### config.mk
export PLATFORM = sky130hd
export DESIGN_NAME = float_point_addsub_pipe
export DESIGN_NICKNAME = d
export VERILOG_FILES = /design/src/rtl/fp_pkg.sv /design/src/rtl/fp_lzc.sv /design/src/rtl/float_point_addsub_pipe.sv
export SDC_FILE = /design/constraint.sdc
export NUM_CORES = 1
export LEC_CHECK = 0
export CAP_MARGIN = 10
export CORE_ASPECT_RATIO = 0.8
export CORE_MARGIN = 3
export CORE_UTILIZATION = 30
export CTS_CLUSTER_DIAMETER = 80
export DETAILED_ROUTE_END_ITERATION = 10
export PLACE_DENSITY = 0.46
export RECOVER_POWER = 25
export SKIP_CTS_REPAIR_TIMING = 1
export SLEW_MARGIN = 30
export SYNTH_ARGS = -nofsm -noshare
export SYNTH_HDL_FRONTEND = slang
export SYNTH_SLANG_ARGS = --single-unit
export TNS_END_PERCENT = 20
### constraint.sdc
create_clock -name clk -period 9.8 [get_ports clk]
set_clock_uncertainty 0.1 [all_clocks]
set_input_delay 1.96 -clock clk [delete_from_list [all_inputs] [get_ports clk]]
set_output_delay 1.96 -clock clk [all_outputs]
set_load 0.05 [all_outputs]
### src/rtl/fp_pkg.sv
// rtl/fp_pkg.sv - shared floating-point constants, op encodings and flag indices
package fp_pkg;

    localparam int FP_EXP_W = 8;
    localparam int FP_MAN_W = 23;

    localparam logic [1:0] OP_ADD = 2'b01;
    localparam logic [1:0] OP_SUB = 2'b10;

    // Bit positions inside the 4-bit flag vector {invalid, overflow, underflow, inexact}
    localparam int FLAG_NV = 3;
    localparam int FLAG_OF = 2;
    localparam int FLAG_UF = 1;
    localparam int FLAG_NX = 0;

    // Quiet NaN: sign 0, exponent all-ones, fraction MSB set. Callers truncate to their width.
    function automatic logic [63:0] fp_qnan(input int exp_w, input int man_w);
        return (((64'd1 << exp_w) - 64'd1) << man_w) | (64'd1 << (man_w - 1));
    endfunction

    // Positive infinity; OR in the sign bit for -inf.
    function automatic logic [63:0] fp_inf(input int exp_w, input int man_w);
        return ((64'd1 << exp_w) - 64'd1) << man_w;
    endfunction

endpackage

### src/rtl/fp_lzc.sv
// rtl/fp_lzc.sv - parametrised leading-zero counter
// Ports: din (W bits), cnt = number of zeros above the highest set bit (W when din is zero).
module fp_lzc #(
    parameter int W  = 28,
    parameter int CW = $clog2(W + 1)
) (
    input  logic [W-1:0]  din,
    output logic [CW-1:0] cnt
);

    // Scan upward so the highest set bit is the last to win.
    always_comb begin
        cnt = CW'(W);
        for (int i = 0; i < W; i++) begin
            if (din[i]) cnt = CW'(W - 1 - i);
        end
    end

endmodule

### src/rtl/float_point_addsub_pipe.sv
// rtl/float_point_addsub_pipe.sv - four-stage pipelined floating-point adder/subtractor
// Ports: clk, reset (sync, active-high); iA/iB/iOp/iValid in with oAccept;
//        oF/oFlags/oDone out with iReady. oFlags = {invalid, overflow, underflow, inexact}.
module float_point_addsub_pipe
    import fp_pkg::*;
#(
    parameter int EXP_W = FP_EXP_W,
    parameter int MAN_W = FP_MAN_W
) (
    input  logic                 clk,
    input  logic                 reset,
    input  logic [EXP_W+MAN_W:0] iA,
    input  logic [EXP_W+MAN_W:0] iB,
    input  logic [1:0]           iOp,
    input  logic                 iValid,
    output logic                 oAccept,
    input  logic                 iReady,
    output logic [EXP_W+MAN_W:0] oF,
    output logic                 oDone,
    output logic [3:0]           oFlags
);

    localparam int W      = 1 + EXP_W + MAN_W;
    localparam int NW     = MAN_W + 4;          // hidden + fraction + guard/round/sticky
    localparam int SW     = MAN_W + 5;          // NW plus carry-out
    localparam int CW     = $clog2(SW + 1);
    localparam int EMAX_I = (1 << EXP_W) - 1;
    localparam logic [W-1:0]     QNAN = W'(fp_qnan(EXP_W, MAN_W));
    localparam logic [W-1:0]     PINF = W'(fp_inf(EXP_W, MAN_W));
    localparam logic [W-1:0]     SIGN = {1'b1, {(W-1){1'b0}}};
    localparam logic [EXP_W-1:0] EMAX = '1;

    // Global stall: nothing moves while a finished result waits for downstream.
    logic adv;
    assign adv     = !(oDone && !iReady);
    assign oAccept = adv;

    // ---------------- S1: unpack, classify, swap so |X| >= |Y| ----------------
    logic               sa, sb, a_zero, b_zero, a_inf, b_inf, a_nan, b_nan, swap, op_ok;
    logic [EXP_W-1:0]   ea, eb;
    logic [MAN_W-1:0]   fa, fb;
    logic [MAN_W:0]     ma, mb;
    logic [W-2:0]       ka, kb;
    logic               sp_n;
    logic [W-1:0]       spr_n;
    logic [3:0]         spf_n;

    always_comb begin
        sa     = iA[W-1];
        sb     = iB[W-1] ^ (iOp == OP_SUB);     // subtract is add with B's sign flipped
        ea     = iA[W-2:MAN_W];
        eb     = iB[W-2:MAN_W];
        fa     = iA[MAN_W-1:0];
        fb     = iB[MAN_W-1:0];
        op_ok  = (iOp == OP_ADD) || (iOp == OP_SUB);
        a_zero = (ea == '0);
        b_zero = (eb == '0);
        a_inf  = (ea == EMAX) && (fa == '0);
        b_inf  = (eb == EMAX) && (fb == '0);
        a_nan  = (ea == EMAX) && (fa != '0);
        b_nan  = (eb == EMAX) && (fb != '0);
        // Denormals are flushed: zero exponent means zero significand.
        ma     = {!a_zero, fa & {MAN_W{!a_zero}}};
        mb     = {!b_zero, fb & {MAN_W{!b_zero}}};
        ka     = {ea, fa & {MAN_W{!a_zero}}};
        kb     = {eb, fb & {MAN_W{!b_zero}}};
        swap   = kb > ka;

        sp_n  = 1'b1;
        spr_n = '0;
        spf_n = '0;
        if (a_nan || b_nan || (a_inf && b_inf && (sa != sb))) begin
            spr_n          = QNAN;
            spf_n[FLAG_NV] = 1'b1;
        end else if (a_inf) begin
            spr_n = PINF | (sa ? SIGN : '0);
        end else if (b_inf) begin
            spr_n = PINF | (sb ? SIGN : '0);
        end else if (a_zero && b_zero) begin
            spr_n = (sa && sb) ? SIGN : '0;     // only (-0)+(-0) keeps the minus sign
        end else begin
            sp_n = 1'b0;
        end
    end

    logic               v1, sp1, sx1, sub1;
    logic [W-1:0]       spr1;
    logic [3:0]         spf1;
    logic [EXP_W-1:0]   ex1, ey1;
    logic [MAN_W:0]     mx1, my1;

    // ---------------- S2: align Y, folding shifted-out bits into sticky ----------------
    logic [31:0]        diff;
    logic [NW-1:0]      y_ext, y_sh, y_mask, y_al;

    always_comb begin
        diff   = 32'(ex1) - 32'(ey1);
        y_ext  = {my1, 3'b000};
        y_sh   = '0;
        y_mask = '0;
        if (diff > 32'(MAN_W + 3)) begin
            y_al = {{(NW-1){1'b0}}, |my1};
        end else begin
            y_mask = ~({NW{1'b1}} << diff);
            y_sh   = y_ext >> diff;
            y_al   = {y_sh[NW-1:1], y_sh[0] | (|(y_ext & y_mask))};
        end
    end

    logic               v2, sp2, s2, sub2;
    logic [W-1:0]       spr2;
    logic [3:0]         spf2;
    logic [EXP_W-1:0]   e2;
    logic [NW-1:0]      xs2, ys2;

    // ---------------- S3: effective add/sub (never negative since |X| >= |Y|) ----------------
    logic [SW-1:0]      sum_n;
    assign sum_n = sub2 ? ({1'b0, xs2} - {1'b0, ys2}) : ({1'b0, xs2} + {1'b0, ys2});

    logic               v3, sp3, s3;
    logic [W-1:0]       spr3;
    logic [3:0]         spf3;
    logic [EXP_W-1:0]   e3;
    logic [SW-1:0]      sum3;

    // ---------------- S4: normalise, round to nearest even, pack ----------------
    logic [CW-1:0]      lz, lsh;
    logic [NW-1:0]      n;
    logic               rnd_up, fcarry;
    logic [MAN_W-1:0]   frac_r;
    int                 ex_n;
    logic [W-1:0]       res_n;
    logic [3:0]         flg_n;

    fp_lzc #(.W(SW), .CW(CW)) u_lzc (
        .din (sum3),
        .cnt (lz)
    );

    always_comb begin
        // lz == 0 means carry-out: shift right one and merge the dropped bit into sticky.
        lsh = (lz == '0) ? '0 : lz - 1'b1;
        n   = (lz == '0) ? {sum3[SW-1:2], |sum3[1:0]} : (sum3[NW-1:0] << lsh);
        rnd_up = n[2] & (n[1] | n[0] | n[3]);
        {fcarry, frac_r} = {1'b0, n[NW-2:3]} + {{MAN_W{1'b0}}, rnd_up};
        ex_n = int'(e3) + 1 - int'(lz) + int'(fcarry);

        res_n = '0;
        flg_n = '0;
        if (sp3) begin
            res_n = spr3;
            flg_n = spf3;
        end else if (!n[NW-1]) begin
            res_n = '0;                           // exact cancellation gives +0
        end else if (ex_n <= 0) begin
            res_n          = s3 ? SIGN : '0;
            flg_n[FLAG_UF] = 1'b1;
            flg_n[FLAG_NX] = 1'b1;
        end else if (ex_n >= EMAX_I) begin
            res_n          = PINF | (s3 ? SIGN : '0);
            flg_n[FLAG_OF] = 1'b1;
            flg_n[FLAG_NX] = 1'b1;
        end else begin
            res_n          = {s3, EXP_W'(ex_n), frac_r};
            flg_n[FLAG_NX] = |n[2:0];
        end
    end

    always_ff @(posedge clk) begin
        if (reset) begin
            v1     <= 1'b0;
            v2     <= 1'b0;
            v3     <= 1'b0;
            oDone  <= 1'b0;
            oF     <= '0;
            oFlags <= '0;
        end else if (adv) begin
            v1   <= iValid && op_ok;              // no-ops are dropped at the door
            sp1  <= sp_n;
            spr1 <= spr_n;
            spf1 <= spf_n;
            sx1  <= swap ? sb : sa;
            sub1 <= sa ^ sb;
            ex1  <= swap ? eb : ea;
            ey1  <= swap ? ea : eb;
            mx1  <= swap ? mb : ma;
            my1  <= swap ? ma : mb;

            v2   <= v1;
            sp2  <= sp1;
            spr2 <= spr1;
            spf2 <= spf1;
            s2   <= sx1;
            sub2 <= sub1;
            e2   <= ex1;
            xs2  <= {mx1, 3'b000};
            ys2  <= y_al;

            v3   <= v2;
            sp3  <= sp2;
            spr3 <= spr2;
            spf3 <= spf2;
            s3   <= s2;
            e3   <= e2;
            sum3 <= sum_n;

            oDone  <= v3;
            oF     <= res_n;
            oFlags <= flg_n;
        end
    end

endmodule

==> key figures <==
CTS
  – Worst-path clk slew: 0.06 ns
  – TritonCTS clock tree: yes
  – CTS sink count: 219
  – Cts bufs inserted: 29
  – Clock latency on the worst-skew pair: 0.58 ns
  – Root Driver: clkbuf_16
  – H-tree level count: 1
  – Clock Tree Buf Depth: 3

Layout
  – Final core utilization: 35.60%
  – Filler cell count: 5,560
  – Layout cells sized above 1: 7.243%
  – Area Growth Syn to Fin: 16.56%
  – Register cell area after layout: 0.006176 mm^2
  – Post-Layout Inst Area: 0.01930 mm^2
  – Area of the multi-input gates: 0.009527 mm^2
  – Net count, final: 2,077
  – # diodes: 0
  – Non-filler cells, final: 2,621

Synthesis
  – Seq cells post-synth: 219
  – Area leader, netlist: edfxtp_1
  – Synth Flop Type: edfxtp_1
  – Synth async-reset ratio: 0%
  – Ys Warns: 0
  – Yosys cell types: 97
  – Sequential share of the synthesized area: 37.30%
  – Number of synthesized flops with an enable pin: 179
  – Synth top area share: 32.47%
  – Synth Area per Inst: 9.067 um^2
  – Post-Syn Instances: 1,826
  – Post-Syn Nets: 2,006
  – Top cells by area, synth: edfxtp_1 (32%), ha_1 (8.1%), mux2i_1 (5.6%)
  – Mapped cell area: 0.01656 mm^2

Route
  – DR WL met3: 3383 um
  – WL/cell: 20.03 um
  – DRT Wirelength: 52,490 um
  – Avg Vias per Cell: 5.486
  – Post-route ant nets: 0
  – DR iter-0 viols: 1,295
  – WL met2: 21,800 um
  – Detailed Routing Iterations Pass 1: 6
  – DRT met1 WL: 25,640 um
  – Max layer used: met4
  – DRC viols: 0
  – Vias: 14,378

Critical path
  – Setup CP Type: reg2reg
  – R2R Path End: oF[5]
  – CP Max Fanout: 13
  – Worst r2r src: sum3[18]
  – Setup crit start kind: flip-flop
  – Worst-case reg-to-reg path depth: 29
  – R2r setup slk: 1.03 ns
  – WP data arrival: 9.17 ns
  – Worst Path Required: 10.21 ns
  – Slowest-stage cell, CP: a211oi_2
  – Critical path capture point type: flip-flop
  – CP Launch Point: sum3[18]
  – Crit-path max cell delay: 0.82 ns
  – CP endpoint: oF[5]

Timing
  – Setup TNS: 0 ns
  – Worst-Margin Slew: 4.043 ns
  – Final setup fails: 0
  – Period utilization: 89.45%
  – Final min period: 8.766 ns
  – Hold Violations, Final: 0
  – RSZ-0062 raised after global routing: no
  – Max-slew headroom: -169.5%
  – Slew Limit Fails: 211
  – Max Freq: 0.1141 GHz

Placement
  – Dpl cell area: 0.01840 mm^2
  – Detailed Place HPWL: 40,420 um
  – Port Buffers: 107
  – GPL Wtd Cong: 0.8974
  – Placed Cells: 2,568

Power and ir drop
  – VDD IR-drop max: 119.9 uV
  – Leak: 7.600 nW
  – Pwr dens: 193.5 mW/mm^2

Worst hold path
  – Hold Crit Class: reg2reg
  – WHS Path Cells: 0

Outcome
  – Failing checks: max-capacitance violations, max-slew violations
  – Status: finished with violations

Global routing
  – Initial antenna violation count: 1
  – Global-route wire length before repair: 82,800 um
  – Grt ovf: 0
  – Vias in the first global route: 13,976
  – Total GRT Usage: 18.06%
  – Largest net degree at the start of global routing: 168

Floorplanning
  – Io pins: 108
  – Die area: 0.05806 mm^2
  – Die Wd: 268.6 um
  – Initial Utilization: 30.54%
  – Core Rows: 76
  – CORE AREA: 0.05420 mm^2
  – Die Y: 216.1 um

Job
  – Max-cap viol count: 2
## critical path, delay by kind of cell, from the launching register on
family          cells  cell delay, ns
buf+inv             1            0.31
fa+ha+maj           3            0.68
xor+xnor            1            0.26
simple gates       14            3.82
compound gates      9            2.73
flops               1            0.57
mux                 1            0.24
## layout make-up
cell class | instances | area share (%)
Multi-Input combinational cell | 1377 | 49.37
Timing Repair Buffer | 135 | 6.613
Tap cell | 702 | 4.552
Clock inverter | 20 | 0.9985
Inverter | 135 | 2.626
Sequential cell | 219 | 32.00
Clock buffer | 33 | 3.838
## state kept, by name, indices dropped and copies added, names as in the netlist, 3 cells and up
name,flops
oF,32
sum3,28
ys2,27
mx1,24
my1,24
xs2,24
e2,8
e3,8
ex1,8
ey1,8
oFlags,4
spr1,3
spr2,3
spr3,3
## power by group
| part | internal, W | total (W) | switching [W] |
|---|---|---|---|
| sequential | 0.00112 | 0.00123 | 0.000113 |
| clock | 0.000620 | 0.00102 | 0.000404 |
| combinational | 0.000540 | 0.00148 | 0.000941 |
## placed cells by master (no fill, tap or decap), types with 24 or more instances in the layout
cell / Yosys / layout
ha_1: 107 / 107
nor3_1: 47 / 47
dfxtp_1: 40 / 40
inv_1: 132 / 132
nand3_1: 38 / 38
nand4_1: 24 / 24
a211oi_1: 28 / 27
xor2_1: 25 / 24
a21oi_1: 106 / 106
nor4_1: 33 / 33
mux2_2: 27 / 27
mux2i_1: 92 / 92
o21ai_0: 76 / 76
nand2_1: 172 / 172
clkdlybuf4s50_1: 0 / 103
edfxtp_1: 179 / 179
nor2_1: 184 / 181
clkbuf_16: 0 / 29
xnor2_1: 40 / 39
## kinds of logic after synthesis
| kind of cell | after synthesis | share of synthesized area [%] |
|---|---|---|
| and+or+nand+nor | 608 | 17.53 |
| AOI/OAI and AO/OA | 465 | 19.28 |
| buffers and inverters | 230 | 5.434 |
| DFF | 219 | 37.30 |
| muxes | 128 | 8.510 |
| adders and majority gates | 111 | 8.510 |
| xor gates and xnor gates | 65 | 3.439 |
## how the worst min path moves through the flow
stage,from,endpoint,slack [ns]
after floorplan,e2[0],e3[0],0.30
after global placement,spf1[3],spf2[3],0.30
after detailed placement,e2[2],e3[2],0.30
after CTS,e2[2],e3[2],0.32
after global routing,s2,s3,0.32
final,e2[6],e3[6],0.32
## synthesized netlist by cell type (9+ instances only)
cell type / count
nor3_1: 47
nand2b_1: 12
buf_1: 11
o21a_1: 14
o22ai_1: 21
and3_1: 18
xor2_1: 25
a211oi_1: 28
edfxtp_1: 179
a22o_1: 16
inv_1: 132
a21oi_1: 106
o21bai_1: 9
mux2_2: 27
a31oi_1: 20
nor2b_1: 16
clkbuf_1: 67
mux2i_1: 92
nand3_1: 38
a22oi_1: 14
nand4_1: 24
a21o_1: 20
o211ai_1: 19
nor4_1: 33
o21ai_0: 76
nand2_1: 172
o31ai_1: 11
buf_2: 14
ha_1: 107
and2_1: 15
xnor2_1: 40
nor2_1: 184
dfxtp_1: 40
## routing by layer
metal	track usage, %	up-vias
li1	-	6910
met1	27.53	6868
met2	26.16	508
met3	2.645	92
met4	5.439	0
met5	0	-
## per-stage QoR
step / setup WS (ns) / total power [W] / hold slack (ns)
floorplan: 2.203 / 0.002232 / 0.3003
global placement: 1.186 / 0.002725 / 0.3019
detailed placement: 1.204 / 0.002701 / 0.3045
CTS: 1.151 / 0.003749 / 0.3180
global route: 0.3611 / 0.003958 / 0.3245
finish: 1.034 / 0.003735 / 0.3156
Note: power is estimated with default switching activity, not from simulation.
